<file path="config.mk">
export PLATFORM = sky130hd
export DESIGN_NAME = branch_resolve_queue_flat
export DESIGN_NICKNAME = d
export VERILOG_FILES = /design/src/rtl/branch_resolve_queue_if.sv /design/src/rtl/branch_resolve_queue.sv /design/src/flat_wrapper.sv
export SDC_FILE = /design/constraint.sdc
export NUM_CORES = 1
export LEC_CHECK = 0
export ABC_AREA = 1
export BUFFER_PORTS_ARGS = -buffer_cell sky130_fd_sc_hd__buf_2
export CORE_MARGIN = 2
export CORE_UTILIZATION = 40
export CTS_CLUSTER_SIZE = 40
export DETAILED_ROUTE_END_ITERATION = 16
export GPL_TIMING_DRIVEN = 0
export SYNTH_ARGS = -nofsm -noshare
export SYNTH_HDL_FRONTEND = slang
export SYNTH_SLANG_ARGS = --single-unit
</file>
<file path="constraint.sdc">
create_clock -name clk -period 2.86 [get_ports clk]
set_clock_uncertainty 0.05 [all_clocks]
set_input_delay 0.429 -clock clk [delete_from_list [all_inputs] [get_ports clk]]
set_output_delay 0.429 -clock clk [all_outputs]
set_load 0.01 [all_outputs]
</file>
<file path="src/rtl/branch_resolve_queue_if.sv">
// Bundle of the prediction, resolution, training and statistics signals
// exchanged between the branch_resolve_queue and its surroundings.
interface branch_resolve_queue_if #(
    parameter int CNT_NBITS = 32
);
    // Prediction channel: an entry transfers on a cycle where pred_val && pred_rdy;
    // pred_rdy depends only on registered occupancy, never on same-cycle inputs.
    logic                 pred_val;
    logic                 pred_rdy;
    logic [31:0]          pred_pc;
    logic                 pred_taken;
    logic                 resolve_en;
    logic                 resolve_taken;
    logic                 update_en;
    logic                 update_val;
    logic [31:0]          update_pc;
    logic                 mispredict;
    logic                 redirect_taken;
    logic [31:0]          redirect_pc;
    logic                 resolve_err;
    logic [CNT_NBITS-1:0] num_branches;
    logic [CNT_NBITS-1:0] num_mispredicts;

    modport master (
        output pred_val, pred_pc, pred_taken, resolve_en, resolve_taken,
        input  pred_rdy, update_en, update_val, update_pc, mispredict,
               redirect_taken, redirect_pc, resolve_err, num_branches, num_mispredicts
    );

    modport slave (
        input  pred_val, pred_pc, pred_taken, resolve_en, resolve_taken,
        output pred_rdy, update_en, update_val, update_pc, mispredict,
               redirect_taken, redirect_pc, resolve_err, num_branches, num_mispredicts
    );
endinterface

</file>
<file path="src/rtl/branch_resolve_queue.sv">
// In-order queue of issued branch predictions; matches each resolution against
// the oldest entry, trains the predictor, flags mispredicts and squashes wrong-path entries.
module branch_resolve_queue #(
    parameter int DEPTH     = 4,
    parameter int CNT_NBITS = 32
) (
    input  logic                   clk,
    input  logic                   reset,
    branch_resolve_queue_if.slave  bus
);
    localparam int IW = $clog2(DEPTH);
    localparam int PW = IW + 1;
    localparam logic [PW-1:0] PTR_ONE = PW'(1);
    localparam logic [CNT_NBITS-1:0] CNT_ONE = CNT_NBITS'(1);

    logic [31:0]          pc_q    [DEPTH];
    logic                 taken_q [DEPTH];
    logic [PW-1:0]        head_q, head_d;
    logic [PW-1:0]        tail_q, tail_d;

    logic                 update_en_q, update_val_q, mispredict_q;
    logic                 redirect_taken_q, resolve_err_q;
    logic [31:0]          update_pc_q, redirect_pc_q;
    logic [CNT_NBITS-1:0] num_branches_q, num_mispredicts_q;

    logic full, empty, enq, res_ok, mis;
    logic [31:0] head_pc;
    logic        head_taken;

    assign empty      = (head_q == tail_q);
    assign full       = (head_q[IW-1:0] == tail_q[IW-1:0]) && (head_q[PW-1] != tail_q[PW-1]);
    assign head_pc    = pc_q[head_q[IW-1:0]];
    assign head_taken = taken_q[head_q[IW-1:0]];

    assign res_ok = bus.resolve_en && !empty;
    assign mis    = res_ok && (head_taken != bus.resolve_taken);
    // A mispredict makes any same-cycle prediction wrong-path, so it is dropped.
    assign enq    = bus.pred_val && !full && !mis;

    always_comb begin
        head_d = head_q;
        tail_d = tail_q;
        if (res_ok) begin
            head_d = head_q + PTR_ONE;
        end
        if (mis) begin
            tail_d = head_q + PTR_ONE;
        end else if (enq) begin
            tail_d = tail_q + PTR_ONE;
        end
    end

    always_ff @(posedge clk) begin
        if (enq && !reset) begin
            pc_q[tail_q[IW-1:0]]    <= bus.pred_pc;
            taken_q[tail_q[IW-1:0]] <= bus.pred_taken;
        end
    end

    always_ff @(posedge clk) begin
        if (reset) begin
            head_q            <= '0;
            tail_q            <= '0;
            update_en_q       <= 1'b0;
            update_val_q      <= 1'b0;
            update_pc_q       <= '0;
            mispredict_q      <= 1'b0;
            redirect_taken_q  <= 1'b0;
            redirect_pc_q     <= '0;
            resolve_err_q     <= 1'b0;
            num_branches_q    <= '0;
            num_mispredicts_q <= '0;
        end else begin
            head_q       <= head_d;
            tail_q       <= tail_d;
            update_en_q  <= res_ok;
            mispredict_q <= mis;
            if (res_ok) begin
                update_val_q   <= bus.resolve_taken;
                update_pc_q    <= head_pc;
                num_branches_q <= num_branches_q + CNT_ONE;
            end
            if (mis) begin
                redirect_taken_q  <= bus.resolve_taken;
                redirect_pc_q     <= head_pc;
                num_mispredicts_q <= num_mispredicts_q + CNT_ONE;
            end
            if (bus.resolve_en && empty) begin
                resolve_err_q <= 1'b1;
            end
        end
    end

    assign bus.pred_rdy        = !full;
    assign bus.update_en       = update_en_q;
    assign bus.update_val      = update_val_q;
    assign bus.update_pc       = update_pc_q;
    assign bus.mispredict      = mispredict_q;
    assign bus.redirect_taken  = redirect_taken_q;
    assign bus.redirect_pc     = redirect_pc_q;
    assign bus.resolve_err     = resolve_err_q;
    assign bus.num_branches    = num_branches_q;
    assign bus.num_mispredicts = num_mispredicts_q;
endmodule

</file>
<file path="src/flat_wrapper.sv">
// flat-port wrapper written by rule: the top's interface ports become plain ports
module branch_resolve_queue_flat 
#(
    parameter int DEPTH     = 4,
    parameter int CNT_NBITS = 32
)
  (clk, reset, bus_pred_val, bus_pred_pc, bus_pred_taken, bus_resolve_en, bus_resolve_taken, bus_pred_rdy, bus_update_en, bus_update_val, bus_update_pc, bus_mispredict, bus_redirect_taken, bus_redirect_pc, bus_resolve_err, bus_num_branches, bus_num_mispredicts);
  branch_resolve_queue_if #(.CNT_NBITS(CNT_NBITS)) bus_i ();
  input  logic clk;
  input  logic reset;
  input wire logic [$bits(bus_i.pred_val)-1:0] bus_pred_val;
  input wire logic [$bits(bus_i.pred_pc)-1:0] bus_pred_pc;
  input wire logic [$bits(bus_i.pred_taken)-1:0] bus_pred_taken;
  input wire logic [$bits(bus_i.resolve_en)-1:0] bus_resolve_en;
  input wire logic [$bits(bus_i.resolve_taken)-1:0] bus_resolve_taken;
  output wire logic [$bits(bus_i.pred_rdy)-1:0] bus_pred_rdy;
  output wire logic [$bits(bus_i.update_en)-1:0] bus_update_en;
  output wire logic [$bits(bus_i.update_val)-1:0] bus_update_val;
  output wire logic [$bits(bus_i.update_pc)-1:0] bus_update_pc;
  output wire logic [$bits(bus_i.mispredict)-1:0] bus_mispredict;
  output wire logic [$bits(bus_i.redirect_taken)-1:0] bus_redirect_taken;
  output wire logic [$bits(bus_i.redirect_pc)-1:0] bus_redirect_pc;
  output wire logic [$bits(bus_i.resolve_err)-1:0] bus_resolve_err;
  output wire logic [$bits(bus_i.num_branches)-1:0] bus_num_branches;
  output wire logic [$bits(bus_i.num_mispredicts)-1:0] bus_num_mispredicts;
  assign bus_i.pred_val = bus_pred_val;
  assign bus_i.pred_pc = bus_pred_pc;
  assign bus_i.pred_taken = bus_pred_taken;
  assign bus_i.resolve_en = bus_resolve_en;
  assign bus_i.resolve_taken = bus_resolve_taken;
  assign bus_pred_rdy = bus_i.pred_rdy;
  assign bus_update_en = bus_i.update_en;
  assign bus_update_val = bus_i.update_val;
  assign bus_update_pc = bus_i.update_pc;
  assign bus_mispredict = bus_i.mispredict;
  assign bus_redirect_taken = bus_i.redirect_taken;
  assign bus_redirect_pc = bus_i.redirect_pc;
  assign bus_resolve_err = bus_i.resolve_err;
  assign bus_num_branches = bus_i.num_branches;
  assign bus_num_mispredicts = bus_i.num_mispredicts;
  branch_resolve_queue #(.DEPTH(DEPTH), .CNT_NBITS(CNT_NBITS)) u_core (.clk(clk), .reset(reset), .bus(bus_i));
endmodule
</file>
==> results.yml <==
detailed_routing:
  routedWlPerCell_um: 17.46
  first_iter_violations: 755
  drt-pass1-iter-count: 5
  routed.top_layer: "met5"
  dr_total_vias: 9517
  met3_length_um: 1882
  drc: 0
  ant_nets: 0
  wl_met2_um: 15750
  drt-vias-per-instance: 5.073
  drt_wl_total_um: 32760
  wl_met1_um: 14540
finish:
  regArea_um2: 6787
  syn_to_final_growth_pct: 22.02
  nets: 1517
  multi_input_area_um2: 4071
  drive_above_1_share: 0.1806
  fin_cells: 1876
  n_fill_cell: 2671
setup_path:
  crit_path_end_kind: "register"
  cp.required_ns: 3.07
  crit_type: "reg -> reg"
  crit_arrival_ns: 2.74
  crit_fanout: 27
  cpMostUsedCell: "nand3_2"
  worst_setup_path_start_kind: "register"
  crit_slowest_cell: "dfxtp_1"
  path_cells: "xnor2_1 -> nand3_2 -> nand2_4 -> inv_2 -> nand2_1 -> buf_4 -> nand3_2 -> nor2_4 -> buf_12"
  cpPeakStageDelay_ns: 0.36
logic_synthesis:
  syn_inst: 1262
  synth-seq-area-share: 0.5966
  synth_edf_count: 132
  yosysUniqueCellTypes: 34
  yosysWarnings: 0
  syn_area_um2: 11380
  synth_top_area_cell: "edfxtp_1"
  synthTopCellsByArea: "edfxtp_1 35%, dfxtp_1 25%, nand2_1 11%"
  ys_ff_latch: 273
  synth_top_area_share: 0.3484
  syn_nets: 1307
  synth_common_cells: "327 x nand2_1, 141 x dfxtp_1, 139 x nor2_1"
  yosys.cell_count.top_type: "nand2_1"
  synth.avg_cell_area_um2: 9.014
  ys_async_sr_fraction: 0
  synth_flop_cell: "dfxtp_1"
global_routing:
  antenna_found_initial: 4
  grt_max_degree: 28
  grt-ovfl-total: 0
  grt_first_pass_wirelength_um: 51540
  track_usage: 0.2174
  grt_pass1_vias: 9342
power_and_ir_drop:
  finalPower_mw: 13.43
  ir_worst_vdd_mv: 0.6126
  p_leak_nw: 5.381
  p_per_area_nw_per_um2: 967.4
floorplan:
  initial_utilization: 0.4084
  die_area_um2: 29800
  core_area_um2: 27860
  die_w_um: 172.6
  io_pins: 172
  die_h_um: 172.6
  fp-row-count: 61
sta:
  post-route-period-util: 0.8846
  slew_viol_final: 0
  rsz0062_at_grt: "no"
  slew_headroom: 0.5437
  finalSetupTns_ns: 0
  finalHoldViolCount: 0
  fmax_ghz: 0.3953
  post-route-min-period_ns: 2.530
  worst_slew_pin_slew_ns: 0.6844
  setup_viol: 0
placement:
  placed_cells: 1815
  hpwl_um: 23050
  gp_congestion: 0.9280
  portBuffers: 171
cts:
  clock-sinks: 273
  clockBufferDepth: 3
  ctsHtreeMaxLevel: 1
  ctsHoldBuffers: 0
  cts_tree: "done"
  clk_pin_slew_worst_paths_ns: 0.06
  clk_latency_ns: 0.57
  cts_made_buffers: 30
  cts_root_buffer: "clkbuf_16"
job:
  max-cap-violations: 0
run_status:
  status: "finished clean"
hold_path:
  hold_path.class: "in -> reg"
## layout by cell type, fill, tap and decap left out, types with 3 or more instances in the layout
cell type and instances:
a21oi_1 129, a31oi_1 3, a32o_1 26, buf_12 4
buf_2 192, buf_4 6, clkbuf_1 37, clkbuf_16 30
clkbuf_8 9, clkinv_2 4, dfxtp_1 141, diode_2 3
edfxtp_1 132, ha_1 7, inv_1 71, inv_2 4
nand2_1 327, nand3_1 30, nand3b_1 10, nand4_1 14
nor2_1 135, nor2_2 3, nor2_4 6, nor3_1 31
o21ai_0 93, o21ai_1 6, o22ai_1 6, xnor2_1 4
xor2_1 14
## worst max-delay path, delay by kind of cell, from the launching register on
kind	cells	cell delay, ns
and+or+nand+nor	5	0.96
DFF	1	0.36
buffers and inverters	3	0.52
xor gates and xnor gates	1	0.31
## metrics by stage
step,area [um2],worst slack (ns),utilization,hold slack (ns)
after CTS,13850,0.1110,0.4970,0.004947
after detailed placement,12810,0.1349,0.4600,0.4095
final,13880,0.3301,0.4983,0.02051
after floorplan,11380,-0.2564,-,0.4240
after global placement,12700,-1.787,0.4561,0.4062
after global routing,13880,0.1597,0.4981,0.004327
## report_power, final
group          internal [mW]  switching [mW]  total [mW]
registers               4.86           0.382        5.24
clock network           2.34            1.57        3.91
logic                   1.39            2.89        4.27
total                   8.59            4.84        13.4
## cell type report
class	count	area share
Timing Repair Buffer	178	0.06905
Clock inverter	11	0.009915
Tap cell	378	0.03407
Inverter	75	0.02028
Antenna cell	3	0.0005408
Sequential cell	273	0.4889
Multi-Input combinational cell	854	0.2933
Clock buffer	44	0.06436
Buffer	60	0.01956
## path summary, 6_finish.rpt
check / cells after the start / to / slack (ns) / startpoint
worst max register to register: 9 / u_core.pc_q[2][10] / 0.33 / u_core.tail_q[1]
worst max-delay path: 9 / u_core.pc_q[2][10] / 0.33 / u_core.tail_q[1]
worst min register to register: 2 / u_core.bus.update_val / 0.42 / u_core.bus.update_val
worst min-delay path: 1 / u_core.pc_q[1][23] / 0.02 / bus_pred_pc[23]
## metal layers
metal,GRT usage,up-vias
li1,-,4712
met1,0.2855,4476
met2,0.3720,277
met3,0.04266,48
met4,0.04879,4
met5,0,-
## kinds of logic after synthesis
group | after synthesis | synth area share
DFF | 273 | 0.5966
xor gates and xnor gates | 18 | 0.01386
and+or+nand+nor | 563 | 0.2031
adders and majority gates | 7 | 0.007699
buffers and inverters | 135 | 0.04861
AOI/OAI and AO/OA | 266 | 0.1301
## flip-flops by register name (all words and copies together), names as in the netlist, named ones only
signal / count
u_core.bus.mispredict: 1
u_core.bus.num_branches: 32
u_core.bus.num_mispredicts: 32
u_core.bus.redirect_pc: 32
u_core.bus.redirect_taken: 1
u_core.bus.resolve_err: 1
u_core.bus.update_en: 1
u_core.bus.update_pc: 32
u_core.bus.update_val: 1
u_core.head_q: 3
u_core.pc_q: 128
u_core.tail_q: 3
u_core.taken_q: 4
## timing repair
action                                 4_1_cts  5_1_grt
resized for setup                            0        1
buffers inserted                             0        3
setup endpoints to repair                    0       76
endpoints found under the hold margin        0        0
(Power assumes the default switching activity.)
